[config.mk]
export PLATFORM = sky130hd
export DESIGN_NAME = gpio_controller
export DESIGN_NICKNAME = d
export VERILOG_FILES = /design/src/rtl/gpio_controller.sv
export SDC_FILE = /design/constraint.sdc
export NUM_CORES = 1
export LEC_CHECK = 0
export ABC_AREA = 0
export BUFFER_PORTS_ARGS = -buffer_cell sky130_fd_sc_hd__buf_2
export CAP_MARGIN = 20
export CORE_MARGIN = 3
export CORE_UTILIZATION = 35
export DETAILED_ROUTE_END_ITERATION = 8
export SLEW_MARGIN = 5
export SYNTH_ARGS = -nofsm -noshare
export SYNTH_HDL_FRONTEND = slang
export SYNTH_SLANG_ARGS = --single-unit
export TNS_END_PERCENT = 1
[constraint.sdc]
create_clock -name clk -period 4.87 [get_ports clk]
set_input_delay 0.487 -clock clk [delete_from_list [all_inputs] [get_ports clk]]
set_output_delay 0.487 -clock clk [all_outputs]
set_load 0.02 [all_outputs]
[src/rtl/gpio_controller.sv]
`default_nettype none
// +----------------------------------------------------------------------------+
// | gpio_controller : memory-mapped multi-channel GPIO with edge interrupts    |
// | Revision: 1.0                                                              |
// +----------------------------------------------------------------------------+
module gpio_controller #(
   parameter int                    DATA_WIDTH   = 32,
   parameter int                    GPIO_WIDTH   = 8,
   parameter int                    NUM_CHANNELS = 2,
   parameter logic [DATA_WIDTH-1:0] BASE_ADDRESS = 32'h10010100
) (
   input  logic                               clk,
   input  logic                               reset,
   input  logic [DATA_WIDTH-1:0]              Address_i,
   input  logic                               Write_Enable_i,
   input  logic [DATA_WIDTH-1:0]              Write_Data_i,
   output logic [DATA_WIDTH-1:0]              Read_Data_o,
   input  logic [NUM_CHANNELS*GPIO_WIDTH-1:0] GPIO_i,
   output logic [NUM_CHANNELS*GPIO_WIDTH-1:0] GPIO_o,
   output logic [NUM_CHANNELS*GPIO_WIDTH-1:0] GPIO_oe,
   output logic                               Irq_o
);

   localparam int                    c_NW   = NUM_CHANNELS * GPIO_WIDTH;
   localparam logic [DATA_WIDTH-1:0] c_SPAN = DATA_WIDTH'(NUM_CHANNELS * 32);

   localparam logic [2:0] c_REG_OUT    = 3'd0;
   localparam logic [2:0] c_REG_DIR    = 3'd1;
   localparam logic [2:0] c_REG_IN     = 3'd2;
   localparam logic [2:0] c_REG_STATUS = 3'd3;
   localparam logic [2:0] c_REG_IRQ_EN = 3'd4;

   logic [DATA_WIDTH-1:0] w_offset;
   logic                  w_in_range;
   logic [2:0]            w_chan;
   logic [2:0]            w_reg;
   logic [GPIO_WIDTH-1:0] w_wdata;
   logic                  w_unused_ok;

   assign w_offset    = Address_i - BASE_ADDRESS;
   assign w_in_range  = (w_offset < c_SPAN);
   assign w_chan      = w_offset[7:5];
   assign w_reg       = w_offset[4:2];
   assign w_wdata     = Write_Data_i[GPIO_WIDTH-1:0];
   assign w_unused_ok = ^{Write_Data_i, w_offset};

   logic [c_NW-1:0] r_s1;
   logic [c_NW-1:0] r_s2;
   logic [c_NW-1:0] r_s3;
   logic [1:0]      r_warm;
   logic            r_irq;

   logic [c_NW-1:0] w_out_all;
   logic [c_NW-1:0] w_dir_all;
   logic [c_NW-1:0] w_en_all;
   logic [c_NW-1:0] w_st_all;
   logic [c_NW-1:0] w_rise;
   logic            w_warm_done;

   // Rising edges only count on input pins once the synchroniser has flushed.
   assign w_warm_done = (r_warm == 2'd3);
   assign w_rise      = r_s2 & ~r_s3 & ~w_dir_all & {c_NW{w_warm_done}};

   always_ff @(posedge clk) begin
      if (reset) begin
         r_s1   <= '0;
         r_s2   <= '0;
         r_s3   <= '0;
         r_warm <= 2'd0;
         r_irq  <= 1'b0;
      end else begin
         r_s1  <= GPIO_i;
         r_s2  <= r_s1;
         r_s3  <= r_s2;
         r_irq <= |(w_st_all & w_en_all);
         if (!w_warm_done) begin
            r_warm <= r_warm + 2'd1;
         end
      end
   end

   for (genvar c = 0; c < NUM_CHANNELS; c++) begin : g_chan
      logic [GPIO_WIDTH-1:0] r_out;
      logic [GPIO_WIDTH-1:0] r_dir;
      logic [GPIO_WIDTH-1:0] r_en;
      logic [GPIO_WIDTH-1:0] r_status;
      logic                  w_wr_ch;
      logic [GPIO_WIDTH-1:0] w_clr;

      assign w_wr_ch = Write_Enable_i && w_in_range && (w_chan == 3'(c));
      assign w_clr   = (w_wr_ch && (w_reg == c_REG_STATUS)) ? w_wdata : '0;

      always_ff @(posedge clk) begin
         if (reset) begin
            r_out    <= '0;
            r_dir    <= '0;
            r_en     <= '0;
            r_status <= '0;
         end else begin
            if (w_wr_ch && (w_reg == c_REG_OUT)) begin
               r_out <= w_wdata;
            end
            if (w_wr_ch && (w_reg == c_REG_DIR)) begin
               r_dir <= w_wdata;
            end
            if (w_wr_ch && (w_reg == c_REG_IRQ_EN)) begin
               r_en <= w_wdata;
            end
            // Set has priority over a simultaneous write-1-to-clear.
            r_status <= (r_status & ~w_clr) | w_rise[c*GPIO_WIDTH +: GPIO_WIDTH];
         end
      end

      assign w_out_all[c*GPIO_WIDTH +: GPIO_WIDTH] = r_out;
      assign w_dir_all[c*GPIO_WIDTH +: GPIO_WIDTH] = r_dir;
      assign w_en_all [c*GPIO_WIDTH +: GPIO_WIDTH] = r_en;
      assign w_st_all [c*GPIO_WIDTH +: GPIO_WIDTH] = r_status;
   end

   logic [GPIO_WIDTH-1:0] w_rd_sel;
   logic [DATA_WIDTH-1:0] w_rdata;

   always_comb begin
      w_rd_sel = '0;
      if (w_in_range) begin
         for (int c = 0; c < NUM_CHANNELS; c++) begin
            if (w_chan == 3'(c)) begin
               case (w_reg)
                  c_REG_OUT:    w_rd_sel = w_out_all[c*GPIO_WIDTH +: GPIO_WIDTH];
                  c_REG_DIR:    w_rd_sel = w_dir_all[c*GPIO_WIDTH +: GPIO_WIDTH];
                  c_REG_IN:     w_rd_sel = r_s2[c*GPIO_WIDTH +: GPIO_WIDTH];
                  c_REG_STATUS: w_rd_sel = w_st_all[c*GPIO_WIDTH +: GPIO_WIDTH];
                  c_REG_IRQ_EN: w_rd_sel = w_en_all[c*GPIO_WIDTH +: GPIO_WIDTH];
                  default:      w_rd_sel = '0;
               endcase
            end
         end
      end
   end

   always_comb begin
      w_rdata                 = '0;
      w_rdata[GPIO_WIDTH-1:0] = w_rd_sel;
   end

   assign Read_Data_o = w_rdata;
   assign GPIO_o      = w_out_all;
   assign GPIO_oe     = w_dir_all;
   assign Irq_o       = r_irq;

endmodule
`default_nettype wire
==> reports/metrics.csv, run 1 <==
stage,metric,value,unit
setup_path,R2R Setup Slk,3.06,ns
drt,1st-iter DRT viols,239,
layout,"commonest non-fill, non-tap cell in the layout",dfxtp_1,
clock_network,Bufs on Longest Clock Path,2,
global_routing,initial antenna violation count,2,
layout,Final #Nets,726,
drt,via count,4321,
synth,Yosys top cell area share,42.06,%
clock_network,cts hold-fix bufs,0,
global_routing,grt total ovfl,0,
layout,fillers,1501,
drt,DR WL/cell,16.49,um
global_routing,number of global-route vias before repair,4218,
timing,RSZ-0062 raised after global routing,no,
clock_network,"Clk Latency, worst-skew pair",0.40,ns
floorplanning,die height,131.1,um
clock_network,Clock transition at path regs,0.05,ns
placed_design,gp weighted congestion,0.8750,
timing,Max Transition Viols Final,0,
layout,diode count,0,
synth,Synth Instances,553,
clock_network,CTS tree,built,
pwr,P_int,1919,uW
drt,post-route DRC violation count,0,
setup_path,CP Launch Type,input port,
floorplanning,core area,0.01526,mm^2
timing,worst slew pin tran,0.9838,ns
setup_path,required time of the critical path,4.38,ns
global_routing,largest net degree at the start of global routing,60,
floorplanning,width of the die,131.1,um
synth,sequential fraction of the synthesis area,42.06,%
pwr,Cell Pwr Density,367.1,mW/mm^2
timing,clk_skew,0.004910,ns
layout,layout cells sized above 1,22.48,%
synth,post-synth design cell area,0.005474,mm^2
synth,"top cells by area, synth","dfxtp_1, mux2i_1, nand2b_1",
synth,"FF+latch count, synth",115,
placed_design,port bufs,97,
hold_path,worst min path class,in -> reg,
placed_design,Post-Place Setup Slack,1.101,ns
floorplanning,Top Ports,148,
timing,count of final hold-check violations,0,
pwr,P_sw,527.3,uW
synth,post-synth top area cell,dfxtp_1,
clock_network,post-CTS sizing,0,
clock_network,CTS Buf Count,17,
clock_network,Sink Count,115,
pwr,Sequential Power Share,39.9,%
timing,final setup fails,0,
pwr,switching share of power,21.56,%
synth,ys flop type,dfxtp_1,
run,Max-Cap Viols,0,
global_routing,Tot GR Track Use,16.77,%
floorplanning,Die Area,0.01718,mm^2
placed_design,dpl hpwl,9.932,mm
pwr,Gate power share,6.9,%
setup_path,Worst setup EP type,output pin,
pwr,share of power burned in the clock network,53.2,%
drt,Total Routed Length,14.26,mm
synth,warnings from Yosys,0,
setup_path,Worst Path Max Fanout,8,
synth,Post-synth EDFFs,0,
drt,Routed Antenna Nets,0,
global_routing,global-route wire length before repair,22.09,mm
floorplanning,Cell Rows,45,
layout,Synth-to-Final Area Change,21.71,%
pwr,maximum vdd ir drop,0.1588,mV
timing,worst relative slew slack,33.92,%
synth,Avg Synthesized Cell Area,9.899,um^2
floorplanning,starting density of the core,35.88,%
timing,setup_tns,0,ns
setup_path,CP arrival,3.33,ns
drt,DRT Pass-1 Iters,5,
timing,FMAX,261.8,MHz
status,status,finished clean,
synth,Synth cell types,48,
timing,minimum clock period,3.819,ns
timing,Final Cycle Share,78.42,%
clock_network,H-tree levels,4,
clock_network,CTS root buf,clkbuf_16,
clock_network,post-CTS setup buffers,0,
setup_path,critical path type,in -> out,
timing,PnR worst setup slack,1.051,ns
synth,"Async S/R FF share, synth",0,%
drt,Vias/cell,4.995,
layout,most frequent cells in the layout,"dfxtp_1, buf_2, mux2i_1, nand2b_1, nor2b_1",
pwr,Pleak,0.002662,uW
## logic make-up after synthesis
family / after synthesis / share of synthesized area, %
simple gates: 191 / 23.70
flops: 115 / 42.06
mux: 82 / 15.02
buf+inv: 69 / 6.491
fa+ha+maj: 1 / 0.2285
compound gates: 93 / 12.27
xor+xnor: 1 / 0.1600
other cells: 1 / 0.06851
## routing by layer
layer,GRT usage [%],vias to the layer above,wire [um]
li1,-,2094,-
met1,21.40,2024,6385
met2,26.94,173,6486
met3,4.457,26,1104
met4,6.836,4,269
met5,0,-,14
## registers in the layout, summed over array words and instances, names as in the netlist
register,flops
g_chan.r_out,16
g_chan.r_dir,16
r_s1,16
g_chan.r_en,16
Irq_o,1
r_s3,16
r_warm,2
g_chan.r_status,16
r_s2,16
## cell usage after synthesis (8+ instances only)
master	instances
a21oi_1	16
a31oi_1	19
o21ai_0	10
o22ai_1	8
nor2b_1	50
nor4bb_1	13
nor2_1	35
o221ai_1	8
buf_4	25
clkbuf_1	23
o21bai_1	12
nand2b_1	57
nor4_4	8
inv_1	16
mux2i_1	81
dfxtp_1	115
## final cells by class
cell class                      instances  area, um^2  area share (%)
Clock buffer                           21       470.5           7.061
Inverter                               16       60.06          0.9014
Timing Repair Buffer                  100       508.0           7.624
Sequential cell                       115        2302           34.55
Clock inverter                         10       155.1           2.329
Tap cell                              211       264.0           3.962
Multi-Input combinational cell        392        2903           43.57
## power groups by stage
stage	Sequential [uW]	Clock [uW]	Combinational (uW)
finish	975	1300	169
global route	977	1370	186
CTS	975	1320	170
detailed placement	995	0	168
global placement	994	0	165
floorplan	991	0	132
## final timing paths
kind	from	to	depth (start not counted)
hold reg to reg	r_s1[5]$_SDFF_PP0_	r_s2[5]$_SDFF_PP0_	1
hold / removal	GPIO_i[8]	r_s1[8]$_SDFF_PP0_	2
setup reg to reg	r_warm[0]$_SDFFE_PP0N_	g_chan[0].r_status[0]$_SDFF_PP0_	4
setup / recovery	Address_i[15]	Read_Data_o[5]	8
## worst max-delay path: stages
cell	delay (ns)
buf_2	0.09
or4_4	0.53
or4_4	0.45
a2111oi_0	0.51
o211a_1	0.23
nand4b_1	0.46
nor2_1	0.36
buf_2	0.21
## stage by stage
stage	hold slack, ns	instance area (um^2)	util, %	power (uW)	cells
final	0.2875	6663	43.67	2446	865
after global routing	0.2840	6663	43.67	2531	865
after CTS	0.2732	6663	43.67	2467	865
after detailed placement	0.4204	6037	39.57	1163	834
after global placement	0.4232	6037	39.57	1159	834
after floorplan	0.4138	5560	-	1122	576
Power figures use the tool's default switching activity.
==> inputs of run 2 (changes only) <==
==> constraint.sdc (replaced) <==
create_clock -name clk -period 3.6 [get_ports clk]
set_input_delay 0.36 -clock clk [delete_from_list [all_inputs] [get_ports clk]]
set_output_delay 0.36 -clock clk [all_outputs]
set_load 0.02 [all_outputs]
==> reports/metrics.csv, run 2 (synthesis results as in run 1) <==
stage,metric,value,unit
status,status,finished clean,
setup_path,CP Launch Type,input port,
clock_network,post-CTS sizing,0,
pwr,P_sw,705.4,uW
timing,worst slew pin tran,0.8292,ns
setup_path,required time of the critical path,3.24,ns
clock_network,H-tree levels,4,
drt,Routed Antenna Nets,0,
drt,DRT Pass-1 Iters,4,
global_routing,grt total ovfl,0,
drt,1st-iter DRT viols,234,
timing,setup_tns,0,ns
floorplanning,Die Area,0.01718,mm^2
timing,Max Transition Viols Final,0,
global_routing,global-route wire length before repair,22.96,mm
floorplanning,Cell Rows,45,
floorplanning,core area,0.01526,mm^2
setup_path,R2R Setup Slk,1.77,ns
timing,Final Cycle Share,94.96,%
floorplanning,width of the die,131.1,um
clock_network,Clock transition at path regs,0.05,ns
hold_path,worst min path class,in -> reg,
layout,Final #Nets,736,
layout,Synth-to-Final Area Change,22.26,%
pwr,Gate power share,7.5,%
timing,final setup fails,0,
drt,DR WL/cell,16.85,um
layout,post-route cell area,0.006693,mm^2
floorplanning,die height,131.1,um
setup_path,R2R cell count,4,
timing,FMAX,292.5,MHz
pwr,Cell Pwr Density,471.2,mW/mm^2
drt,post-route DRC violation count,0,
floorplanning,Top Ports,148,
run,Max-Cap Viols,0,
pwr,P_int,2448,uW
drt,Total Routed Length,14.75,mm
clock_network,CTS Buf Count,17,
setup_path,Worst setup EP type,output pin,
placed_design,DP Area,0.006125,mm^2
setup_path,Reg2Reg Capture Point,g_chan[0].r_status[0]$_SDFF_PP0_,
setup_path,Worst Path Max Fanout,5,
clock_network,"Clk Latency, worst-skew pair",0.41,ns
layout,"non-filler cells, final",875,
global_routing,number of global-route vias before repair,4328,
clock_network,CTS root buf,clkbuf_16,
pwr,share of power burned in the clock network,50.6,%
global_routing,Tot GR Track Use,17.48,%
global_routing,initial antenna violation count,1,
setup_path,critical path type,in -> out,
pwr,maximum vdd ir drop,0.2392,mV
layout,"commonest non-fill, non-tap cell in the layout",dfxtp_1,
clock_network,Sink Count,115,
layout,most frequent cells in the layout,"dfxtp_1, buf_2, mux2i_1, nand2b_1, nor2b_1",
global_routing,largest net degree at the start of global routing,49,
layout,layout cells sized above 1,23.19,%
setup_path,reg-to-reg startpoint,r_warm[0]$_SDFFE_PP0N_,
clock_network,Bufs on Longest Clock Path,2,
placed_design,gp weighted congestion,0.8775,
timing,minimum clock period,3.419,ns
clock_network,cts hold-fix bufs,0,
timing,clk_skew,0.006831,ns
floorplanning,starting density of the core,35.88,%
pwr,Pleak,0.002695,uW
layout,diode count,0,
placed_design,dpl hpwl,10.48,mm
placed_design,Placed Cells incl. Taps,844,
timing,count of final hold-check violations,0,
layout,fillers,1456,
pwr,Sequential Power Share,41.9,%
timing,worst relative slew slack,44.72,%
drt,Vias/cell,5.025,
placed_design,port bufs,97,
setup_path,CP arrival,3.06,ns
pwr,switching share of power,22.37,%
setup_path,CP Capture Point,Read_Data_o[3],
clock_network,post-CTS setup buffers,0,
timing,RSZ-0062 raised after global routing,no,
drt,via count,4397,
setup_path,CP startpoint,Address_i[15],
clock_network,CTS tree,built,
-- run 2: worst max-delay path, cell delays in order --
cell and delay, ns:
buf_2 0.10, or4_4 0.53, or4_4 0.45, a2111oi_0 0.46
o211a_1 0.22, nand4b_1 0.36, buf_4 0.31, nor2_1 0.10
buf_2 0.17
-- run 2: metrics by stage --
stage               util (%)  setup slack, ns  total power (uW)  hold WS, ns
finish                 43.86           0.1813              3154       0.1594
global route           43.86          0.04529              3271       0.1590
CTS                    43.86           0.1829              3176       0.1416
detailed placement     40.14           0.1957              1581       0.4204
global placement       40.14           0.2355              1574       0.4221
floorplan                  -           0.7448              1518       0.4138
-- run 2: worst min-delay path by stage --
stage	start	end	slack (ns)	depth (start not counted)
after floorplan	r_s1[0]$_SDFF_PP0_	r_s2[0]$_SDFF_PP0_	0.41	1
after global placement	r_s1[8]$_SDFF_PP0_	r_s2[8]$_SDFF_PP0_	0.42	1
after detailed placement	r_s1[1]$_SDFF_PP0_	r_s2[1]$_SDFF_PP0_	0.42	1
after CTS	GPIO_i[5]	r_s1[5]$_SDFF_PP0_	0.14	2
after global routing	GPIO_i[11]	r_s1[11]$_SDFF_PP0_	0.16	2
final	GPIO_i[2]	r_s1[2]$_SDFF_PP0_	0.16	2
-- run 2: power by group through the flow --
stage               Sequential, uW  Combinational (uW)  Clock (uW)
floorplan                     1340                 178           0
global placement              1340                 230           0
detailed placement            1350                 236           0
CTS                           1320                 237        1620
global route                  1320                 259        1690
finish                        1320                 236        1600
-- run 2: area by class of cell --
type | count | area, um^2 | share of cell area [%]
clock buffer | 27 | 523.0 | 7.815
timing repair buffer | 110 | 595.6 | 8.899
multi-input combinational | 392 | 2903 | 43.37
inverter | 16 | 60.06 | 0.8974
tap | 211 | 264.0 | 3.945
clock inverter | 4 | 45.04 | 0.6730
sequential | 115 | 2302 | 34.40
-- run 2: layer usage --
| metal | track usage, % | wire length [um] |
|---|---|---|
| met3 | 5.713 | 1133 |
| met2 | 27.84 | 6896 |
| met4 | 5.808 | 206 |
| met5 | 0 | 7 |
| met1 | 22.40 | 6503 |
==> inputs of run 3 (changes only) <==
==> constraint.sdc (replaced) <==
create_clock -name clk -period 3.99 [get_ports clk]
set_input_delay 0.399 -clock clk [delete_from_list [all_inputs] [get_ports clk]]
set_output_delay 0.399 -clock clk [all_outputs]
set_load 0.02 [all_outputs]
==> reports/metrics.csv, run 3 (synthesis results as in run 1) <==
stage,metric,value,unit
drt,1st-iter DRT viols,251,
floorplanning,Cell Rows,45,
pwr,share of power burned in the clock network,52.8,%
pwr,Cell Pwr Density,442.5,mW/mm^2
timing,hold slack,0.2023,ns
drt,DR WL/cell,16.20,um
timing,count of final hold-check violations,0,
pwr,Sequential Power Share,40.1,%
pwr,Pleak,0.002691,uW
timing,Final Cycle Share,85.93,%
run,Max-Cap Viols,0,
floorplanning,core area,0.01526,mm^2
drt,via count,4303,
timing,worst slew pin tran,1.010,ns
global_routing,grt total ovfl,0,
placed_design,gp weighted congestion,0.8472,
global_routing,Tot GR Track Use,16.74,%
timing,Max Transition Viols Final,0,
clock_network,cts hold-fix bufs,0,
layout,"commonest non-fill, non-tap cell in the layout",dfxtp_1,
clock_network,CTS tree,built,
layout,Synth-to-Final Area Change,22.45,%
layout,fillers,1465,
timing,FMAX,291.7,MHz
status,status,finished clean,
pwr,switching share of power,21.70,%
clock_network,post-CTS setup buffers,0,
global_routing,initial antenna violation count,0,
floorplanning,die height,131.1,um
layout,register area,0.002302,mm^2
drt,Routed Antenna Nets,0,
clock_network,CTS root buf,clkbuf_16,
clock_network,Bufs on Longest Clock Path,2,
clock_network,Clock transition at path regs,0.05,ns
floorplanning,Top Ports,148,
clock_network,H-tree levels,4,
layout,most frequent cells in the layout,"dfxtp_1, buf_2, mux2i_1, nand2b_1, nor2b_1",
global_routing,global-route wire length before repair,22.07,mm
floorplanning,width of the die,131.1,um
drt,post-route DRC violation count,0,
timing,minimum clock period,3.429,ns
layout,"non-filler cells, final",871,
pwr,P_int,2322,uW
drt,Vias/cell,4.940,
setup_path,CP arrival,3.03,ns
layout,Multi-input gate area,0.002903,mm^2
timing,setup_tns,0,ns
floorplanning,starting density of the core,35.88,%
setup_path,Worst setup EP type,output pin,
global_routing,number of global-route vias before repair,4191,
pwr,maximum vdd ir drop,0.2311,mV
setup_path,CP Launch Type,input port,
drt,DRT Pass-1 Iters,4,
pwr,Gate power share,7.0,%
hold_path,worst min path class,in -> reg,
pwr,P_sw,643.7,uW
clock_network,post-CTS sizing,0,
timing,final setup fails,0,
placed_design,port bufs,97,
timing,clk_skew,0.007035,ns
setup_path,Worst Path Max Fanout,5,
clock_network,Sink Count,115,
layout,Final #Nets,733,
floorplanning,Die Area,0.01718,mm^2
drt,Total Routed Length,14.11,mm
setup_path,critical path type,in -> out,
clock_network,"Clk Latency, worst-skew pair",0.40,ns
global_routing,largest net degree at the start of global routing,68,
setup_path,required time of the critical path,3.59,ns
pwr,total power,2966,uW
timing,RSZ-0062 raised after global routing,no,
timing,worst relative slew slack,32.67,%
layout,diode count,0,
placed_design,Placed Cells incl. Taps,841,
placed_design,dpl hpwl,10.17,mm
layout,layout cells sized above 1,23.33,%
clock_network,CTS Buf Count,17,
-- run 3: cell count changes in the layout (fill, tap and decap cells not counted), sizes merged --
cell	delta
buf	-3
clkinvlp	+2
bufinv	+3
clkbuf	-8
clkinv	+2
-- run 3: area by class of cell --
type                       count  share of cell area, %
timing repair buffer         107                  8.363
clock inverter                11                  2.389
clock buffer                  19                  6.758
multi-input combinational    392                  43.31
inverter                      16                 0.8960
tap                          211                  3.939
sequential                   115                  34.35
-- run 3: power by group through the flow --
stage               Sequential (uW)  Clock (uW)  Combinational (uW)
finish                         1190        1570                 209
global route                   1190        1650                 231
CTS                            1190        1600                 210
detailed placement             1210           0                 210
global placement               1210           0                 204
floorplan                      1210           0                 161
-- run 3: worst paths after layout --
| check | startpoint | endpoint | slack [ns] | cells past startpoint |
|---|---|---|---|---|
| setup reg to reg | r_warm[0]$_SDFFE_PP0N_ | g_chan[0].r_status[0]$_SDFF_PP0_ | 2.19 | 4 |
| setup / recovery | Address_i[15] | Read_Data_o[1] | 0.56 | 9 |
| hold reg to reg | r_s1[6]$_SDFF_PP0_ | r_s2[6]$_SDFF_PP0_ | 0.43 | 1 |
| hold / removal | GPIO_i[5] | r_s1[5]$_SDFF_PP0_ | 0.20 | 2 |
-- run 3: metal layers --
metal	vias to the layer above	global-route usage, %	wire length, um
met4	0	7.139	351
li1	2106	-	-
met3	23	4.700	1131
met1	2007	21.68	6409
met2	167	26.16	6220
met5	-	0	0
-- run 3: stage by stage --
stage,cell area (um^2),utilization (%),worst slack [ns]
4_1_cts,6703,43.93,0.5584
3_5_place_dp,6090,39.91,0.5740
2_1_floorplan,5560,-,1.057
6_report,6703,43.93,0.5614
3_3_place_gp,6090,39.91,0.5852
5_1_grt,6703,43.93,0.4460
-- run 3: worst max-delay path, cell delays in order --
cell       delay (ns)
buf_2            0.09
or4_4            0.53
or4_4            0.45
a2111oi_0        0.47
o211a_1          0.22
nand4b_1         0.31
buf_4            0.29
nor2_1           0.10
buf_2            0.17
